`config.mk`:
```
export PLATFORM = sky130hd
export DESIGN_NAME = reprog_dump_tx
export DESIGN_NICKNAME = d
export VERILOG_FILES = /design/src/rtl/reprog_dump_tx.sv
export SDC_FILE = /design/constraint.sdc
export NUM_CORES = 1
export LEC_CHECK = 0
export ABC_AREA = 1
export CAP_MARGIN = 10
export CORE_MARGIN = 5
export CORE_UTILIZATION = 54
export CTS_CLUSTER_SIZE = 16
export DETAILED_ROUTE_END_ITERATION = 7
export PLACE_DENSITY = 0.77
export SETUP_SLACK_MARGIN = 0.05
export SLEW_MARGIN = 15
export SYNTH_ARGS = -nofsm -noshare
export SYNTH_HDL_FRONTEND = slang
export SYNTH_SLANG_ARGS = --single-unit
```
`constraint.sdc`:
```
create_clock -name clk_i -period 1.95 [get_ports clk_i]
set_input_delay 0.2925 -clock clk_i [delete_from_list [all_inputs] [get_ports clk_i]]
set_output_delay 0.2925 -clock clk_i [all_outputs]
set_load 0.005 [all_outputs]
```
`src/rtl/reprog_dump_tx.sv`:
```
// Streams a range of bootloader-RAM words out as 8N1 UART bytes, little-endian,
// driving the RAM's second read port while a dump is in progress.
module reprog_dump_tx #(
  parameter int ADDR_WIDTH  = 12,
  parameter int COUNTER_MSB = 9
) (
  input  logic                  clk_i,
  input  logic                  rst_i,
  input  logic                  start_i,
  input  logic [ADDR_WIDTH-1:0] startAddr_i,
  input  logic [ADDR_WIDTH:0]   wordCount_i,
  input  logic [COUNTER_MSB:0]  halfPeriod_i,
  output logic [ADDR_WIDTH-1:0] memAddr_o,
  output logic                  memEn_o,
  input  logic [31:0]           memData_i,
  output logic                  tx_o,
  output logic                  busy_o,
  output logic                  done_o
);

  typedef enum logic [2:0] {
    IDLE, EMPTY, READ, LATCH, START, DATA, STOP, DONE
  } state_t;

  localparam logic [COUNTER_MSB:0]  CNT_ONE  = 1;
  localparam logic [ADDR_WIDTH-1:0] ADDR_ONE = 1;
  localparam logic [ADDR_WIDTH:0]   REM_ONE  = 1;

  state_t                  state_q, state_d;
  logic [ADDR_WIDTH-1:0]   addr_q, addr_d;
  logic [ADDR_WIDTH:0]     rem_q, rem_d;
  logic [COUNTER_MSB:0]    hp_q, hp_d;
  logic [COUNTER_MSB:0]    cnt_q, cnt_d;
  logic                    half_q, half_d;
  logic [2:0]              bitIdx_q, bitIdx_d;
  logic [1:0]              byteIdx_q, byteIdx_d;
  logic [31:0]             word_q, word_d;
  logic                    tx_q, tx_d;
  logic                    bitDone;

  always_ff @(posedge clk_i) begin
    if (rst_i) begin
      state_q   <= IDLE;
      addr_q    <= '0;
      rem_q     <= '0;
      hp_q      <= '0;
      cnt_q     <= '0;
      half_q    <= 1'b0;
      bitIdx_q  <= '0;
      byteIdx_q <= '0;
      word_q    <= '0;
      tx_q      <= 1'b1;
    end else begin
      state_q   <= state_d;
      addr_q    <= addr_d;
      rem_q     <= rem_d;
      hp_q      <= hp_d;
      cnt_q     <= cnt_d;
      half_q    <= half_d;
      bitIdx_q  <= bitIdx_d;
      byteIdx_q <= byteIdx_d;
      word_q    <= word_d;
      tx_q      <= tx_d;
    end
  end

  // A bit ends after two full countdowns of the half-period timer.
  assign bitDone = half_q && (cnt_q == '0);

  always_comb begin
    state_d   = state_q;
    addr_d    = addr_q;
    rem_d     = rem_q;
    hp_d      = hp_q;
    cnt_d     = cnt_q;
    half_d    = half_q;
    bitIdx_d  = bitIdx_q;
    byteIdx_d = byteIdx_q;
    word_d    = word_q;

    if (state_q inside {START, DATA, STOP}) begin
      if (cnt_q == '0) begin
        half_d = 1'b1;
        cnt_d  = hp_q;
      end else begin
        cnt_d = cnt_q - CNT_ONE;
      end
    end

    case (state_q)
      IDLE: begin
        if (start_i) begin
          addr_d  = startAddr_i;
          rem_d   = wordCount_i;
          hp_d    = halfPeriod_i;
          state_d = (wordCount_i == '0) ? EMPTY : READ;
        end
      end
      // Empty request still reports busy for one cycle before DONE.
      EMPTY: state_d = DONE;
      READ:  state_d = LATCH;
      LATCH: begin
        word_d    = memData_i;
        byteIdx_d = '0;
        bitIdx_d  = '0;
        cnt_d     = hp_q;
        half_d    = 1'b0;
        state_d   = START;
      end
      START: begin
        if (bitDone) begin
          cnt_d    = hp_q;
          half_d   = 1'b0;
          bitIdx_d = '0;
          state_d  = DATA;
        end
      end
      DATA: begin
        if (bitDone) begin
          word_d = {1'b0, word_q[31:1]};
          cnt_d  = hp_q;
          half_d = 1'b0;
          if (bitIdx_q == 3'd7) state_d = STOP;
          else                  bitIdx_d = bitIdx_q + 3'd1;
        end
      end
      STOP: begin
        if (bitDone) begin
          cnt_d  = hp_q;
          half_d = 1'b0;
          if (byteIdx_q != 2'd3) begin
            byteIdx_d = byteIdx_q + 2'd1;
            state_d   = START;
          end else if (rem_q != REM_ONE) begin
            addr_d  = addr_q + ADDR_ONE;
            rem_d   = rem_q - REM_ONE;
            state_d = READ;
          end else begin
            state_d = DONE;
          end
        end
      end
      DONE:    state_d = IDLE;
      default: state_d = IDLE;
    endcase

    // Line level is registered from the next state so bit edges land on state entry.
    case (state_d)
      START:   tx_d = 1'b0;
      DATA:    tx_d = word_d[0];
      default: tx_d = 1'b1;
    endcase
  end

  assign tx_o      = tx_q;
  assign memEn_o   = (state_q == READ);
  assign memAddr_o = addr_q;
  assign busy_o    = (state_q != IDLE) && (state_q != DONE);
  assign done_o    = (state_q == DONE);

endmodule

```
==> results of run 1 <==
## flip-flops by register name, indices dropped and copies added, names as in the netlist
name,count
bitIdx_q,3
byteIdx_q,2
cnt_q,10
half_q,1
hp_q,10
memAddr_o,12
rem_q,13
state_q,3
tx_o,1
word_q,32
## critical path, delay by kind of cell, from the launching register on
kind                   cells  cell delay (ps)
buffers and inverters      2              630
DFF                        1              390
and+or+nand+nor            1              170
## where the power goes
group | total, mW | switching (mW) | internal, mW
registers | 2.74 | 0.459 | 2.28
logic | 4.64 | 2.82 | 1.82
clock network | 1.14 | 0.677 | 0.468
## cell usage after synthesis, types with 2 or more instances
master,number,share of area (%)
nand2_2,5,0.62
o21ai_0,48,4.8
ha_1,7,1.7
nand4_1,9,1.1
inv_2,8,0.60
inv_1,110,8.2
buf_2,7,0.70
xor2_1,4,0.70
nand3_1,62,6.2
nand3_2,2,0.40
a21oi_1,32,3.2
o22ai_1,5,0.62
buf_4,3,0.45
o211ai_1,4,0.60
a31oi_1,4,0.50
buf_1,2,0.15
nand2_1,290,22
nor3_1,6,0.60
clkbuf_1,11,0.82
nor2_1,93,7.0
nor2_2,3,0.37
buf_6,6,1.3
dfxtp_1,87,35
## layer usage
layer / vias to the layer above / share of wire [%] / track usage, %
met2: 145 / 48 / 39.5
met4: 0 / 1.9 / 7.22
met1: 2364 / 45 / 28.3
met3: 22 / 5.2 / 2.79
li1: 2717 / - / -
met5: - / 0 / 0
## how the worst max path moves through the flow
stage,slack [ps],cells after the start,startpoint,endpoint
floorplan,310,12,cnt_q[0],word_q[15]
global placement,190,12,cnt_q[0],word_q[22]
detailed placement,90,9,cnt_q[0],tx_o
CTS,20,5,state_q[1],busy_o
global route,50,11,cnt_q[0],memAddr_o[9]
finish,120,3,state_q[1],memEn_o
## cell type report
cell class	instances	area [µm²]	area share [%]
clock buffers	9	124	1.99
clock inverters	6	46.3	0.744
inverters	118	443	7.12
multi-input cells	587	2690	43.3
flip-flops and latches	87	1750	28.2
well taps	111	139	2.23
repair buffers	104	1020	16.4
## kinds of logic (layout without fill, tap and decap cells)
| kind of cell | count (synthesis) | count (layout) |
|---|---|---|
| AND/OR/NAND/NOR | 477 | 477 |
| buffers and inverters | 147 | 237 |
| AO/OA/AOI/OAI | 98 | 98 |
| flip-flops | 87 | 87 |
| adder cells (fa/ha/maj) | 7 | 7 |
| XOR/XNOR | 5 | 5 |
## what timing repair did
| action | 4_1_cts | 5_1_grt |
|---|---|---|
| setup endpoints to repair | 6 | 65 |
| pin swaps | 0 | 2 |
| gates resized for setup | 9 | 8 |
| setup buffers | 0 | 2 |
| gates cloned | 0 | 0 |
==> impl_metrics.ini, run 1 <==
[flow_run]
drv_cap = 0

[yosys]
synth_top_family_by_area = simple AND/OR/NAND/NOR gates
muxShareOfSynthArea_pct = 0
synthArstFlopShare_pct = 0
ys.flop_type = dfxtp_1
yosys.area_share.xor_xnor_pct = 0.874
syn_area_mm2 = 0.00501
yosysSeqAreaShare_pct = 34.8
synth_edf_count = 0
postSynthCellCount = 821
synth-compound-area-share_pct = 10.4
synth.avg_cell_area_um2 = 6.10
synth_simple_gate_area_share_pct = 39.9
syn_nets = 898
ys_warn_count = 0
synth.ff_latch_count = 87
synth_cell_types = 36
synth_adder_area_share_pct = 1.75

[cells_and_area]
layout-drive-gt1-share_pct = 7.46
num-nets-final = 984
post-route-util_pct = 68.0
n_antenna_cell = 0
final_common_cell = nand2_1
fill_cells = 846
final_cell_mix = nand2_1, inv_1, nor2_1
area_delta_synth_final_pct = 24.1
postLayoutCellArea_mm2 = 0.00622
final_cells = 1022

[worst_setup_path]
cp-start-kind = register
max_stage_delay_ps = 540
path_max_fanout = 5
worstSetupEndpointType = primary output
cp_cell_sequence = inv_1, nor3_2, clkdlybuf4s50_1
r2r_slack_ps = 190
timing.rr.end = word_q[22]
crit_arrival_ps = 1530
r2r_cells = 12
critPathKind = register to primary output
slowest_stage = clkdlybuf4s50_1
r2r_start = cnt_q[0]
required_ps = 1660

[pwr]
total_power_mw = 8.52
ir_drop_mv = 0.927
p_per_area_mw_per_mm2 = 1370
cellLeakagePower_nw = 3.10

[place]
place_ws_ps = 94.7
globalplace.congestion = 0.910
place_area_mm2 = 0.00598
portBuffers = 85
dp.cells = 1005
hpwl_um = 9250

[cts]
root_buffer = clkbuf_8
cts_tree = yes
clkLatencyLatePin_ps = 350
cts.sinks = 87
h-tree-depth = 3
clkTransAtPathRegs_ps = 90
clockBufferDepth = 2
cts_hold_buf = 0
cts_inserted_buffers = 9

[drt]
drt_pass1_iterations = 5
wl_per_cell_um = 12.3
route.detailed.drc = 0
vias_per_cell = 5.14
drt-initial-drc-count = 256
ant_nets = 0
wirelength_um = 12600
vias = 5248

[floorplan]
dieWidth_um = 106
initial_core_util_pct = 54.8
rows = 35
pin_count = 86
die_area_mm2 = 0.0113
dieHeight_um = 106
fp.coreArea_mm2 = 0.00915

[hold_path]
hp-class = register to register
holdPathEnd = cnt_q[8]
whs_path_depth = 2
holdCritStartpoint = hp_q[8]

[sta]
max_slew.worst_pin.slew_ps = 492
fin_crit_sh_pct = 93.7
clock_skew_ps = 17.8
min_period_ps = 1830
whs_ps = 467
max-slew-margin-rel_pct = 67.2
rsz0062_at_grt = false
setup_slack_ps = 123
hold_viol_final = 0
slew_violations = 0
fin_setup_tns_ps = 0
max_freq_mhz = 547
setup_viol = 0

[outcome]
status = finished, final reports clean

[global_routing]
overflow = 0
antenna_found_initial = 0
grtUsageTotal_pct = 22.4
grt_start_max_net_pins = 48
grt_pass1_vias = 4971
grt_pass1_wl_um = 21300
(Power assumes the default switching activity.)
==> run 2: changes to the inputs <==
--- a/config.mk
+++ b/config.mk
@@ -7,6 +7,7 @@
 export LEC_CHECK = 0
 export ABC_AREA = 1
 export CAP_MARGIN = 10
+export CORE_ASPECT_RATIO = 0.9
 export CORE_MARGIN = 5
 export CORE_UTILIZATION = 54
 export CTS_CLUSTER_SIZE = 16
==> impl_metrics.ini, run 2 (same netlist as run 1, synthesis figures left out) <==
[worst_setup_path]
critPathKind = register to primary output
crit_buf_inv = 2
slowest_stage = clkdlybuf4s50_1
required_ps = 1660
crit_family = buffers and inverters
cp-start-kind = register
path_max_fanout = 5
max_stage_delay_ps = 440
worstSetupEndpointType = primary output
crit_arrival_ps = 1570
cp_cell_sequence = inv_1, nand2_2, nor2_4, nor2_1, clkdlybuf4s50_1

[drt]
drt_pass1_iterations = 5
ant_nets = 0
vias_per_cell = 5.08
vias = 5255
route.detailed.drc = 0
wl_per_cell_um = 12.4
drt-initial-drc-count = 362
wirelength_um = 12800

[floorplan]
pin_count = 86
dieHeight_um = 101
dieWidth_um = 112
initial_core_util_pct = 55.2
die_area_mm2 = 0.0113
fp.coreArea_mm2 = 0.00908
rows = 33

[cells_and_area]
final_cells = 1035
fill_cells = 814
largest_reg_flops = 32
multi_input_area_mm2 = 0.00269
n_antenna_cell = 0
area_delta_synth_final_pct = 26.0
seq_area_mm2 = 0.00175
layout-drive-gt1-share_pct = 7.89
largest_register = word_q
post-route-util_pct = 69.5
final_cell_mix = nand2_1, inv_1, nor2_1
num-nets-final = 985
final_common_cell = nand2_1

[sta]
hold_viol_final = 0
setup_slack_ps = 90.0
clock_skew_ps = 18.4
slew_violations = 0
rsz0062_at_grt = true
max-slew-margin-rel_pct = 64.1
setup_viol = 0
max_freq_mhz = 538
min_period_ps = 1860
max_slew.worst_pin.slew_ps = 537
fin_setup_tns_ps = 0
fin_crit_sh_pct = 95.4

[global_routing]
overflow = 0
grt_start_max_net_pins = 34
grt_pass1_vias = 4806
grtUsageTotal_pct = 22.6
grt_pass1_wl_um = 21500
antenna_found_initial = 0

[flow_run]
drv_cap = 0

[cts]
root_buffer = clkbuf_8
h-tree-depth = 3
cts_tree = yes
clockBufferDepth = 2
clkTransAtPathRegs_ps = 100
cts.sinks = 87
cts_inserted_buffers = 9
cts_hold_buf = 0
clkLatencyLatePin_ps = 360

[pwr]
ir_drop_mv = 0.823
p_per_area_mw_per_mm2 = 1410
total_power_mw = 8.89
cellLeakagePower_nw = 3.13

[hold_path]
hp-class = register to register

[place]
hpwl_um = 9320
dp.cells = 1015
place_ws_ps = 54.7
globalplace.congestion = 0.897
portBuffers = 85

[outcome]
status = finished, final reports clean
run 2: final timing paths:
kind / start / to / slack, ps / depth (start not counted)
max: state_q[1] / busy_o / 90 / 5
min reg2reg: byteIdx_q[0] / byteIdx_q[0] / 470 / 1
max reg2reg: cnt_q[0] / rem_q[10] / 200 / 10
min: byteIdx_q[0] / byteIdx_q[0] / 470 / 1
run 2: final cells by class:
type                            instances  share of cell area (%)
Sequential cell                        87                    27.8
Clock inverter                          7                    2.02
Inverter                              118                    7.06
Tap cell                              122                    2.42
Timing Repair Buffer                  105                    16.1
Clock buffer                            9                    1.96
Multi-Input combinational cell        587                    42.7
run 2: through the flow:
| stage | hold slack, ps | area [µm²] |
|---|---|---|
| 2_1_floorplan | 429 | 5010 |
| 3_3_place_gp | 442 | 5970 |
| 3_5_place_dp | 455 | 5970 |
| 4_1_cts | 464 | 6240 |
| 5_1_grt | 479 | 6310 |
| 6_report | 469 | 6310 |
run 2: power by group:
group	switching, mW	total (mW)	internal (mW)
Combinational	2.84	4.58	1.74
Clock	0.706	1.58	0.872
Sequential	0.450	2.73	2.28
Total	3.99	8.89	4.89
run 2: worst reg2reg max path: stages, from the launching register on:
cell     delay, ps
dfxtp_1        330
inv_1          100
ha_2           220
nand2_2        100
nor2_8         170
nand4_4        140
nand2_2        110
nand3_2         80
buf_4          190
o21ai_0        160
nor2_1          50
run 2: repair_timing:
item / 4_1_cts / 5_1_grt
gates resized for setup: 8 / 11
endpoints found under the setup margin: 7 / 65
pin swaps: 0 / 2
setup buffers: 0 / 4
run 2: layer usage:
layer | GRT usage [%] | routed length [µm]
met5 | 0 | 0
met4 | 4.77 | 105
met1 | 29.6 | 5960
met3 | 5.32 | 604
met2 | 38.5 | 6150
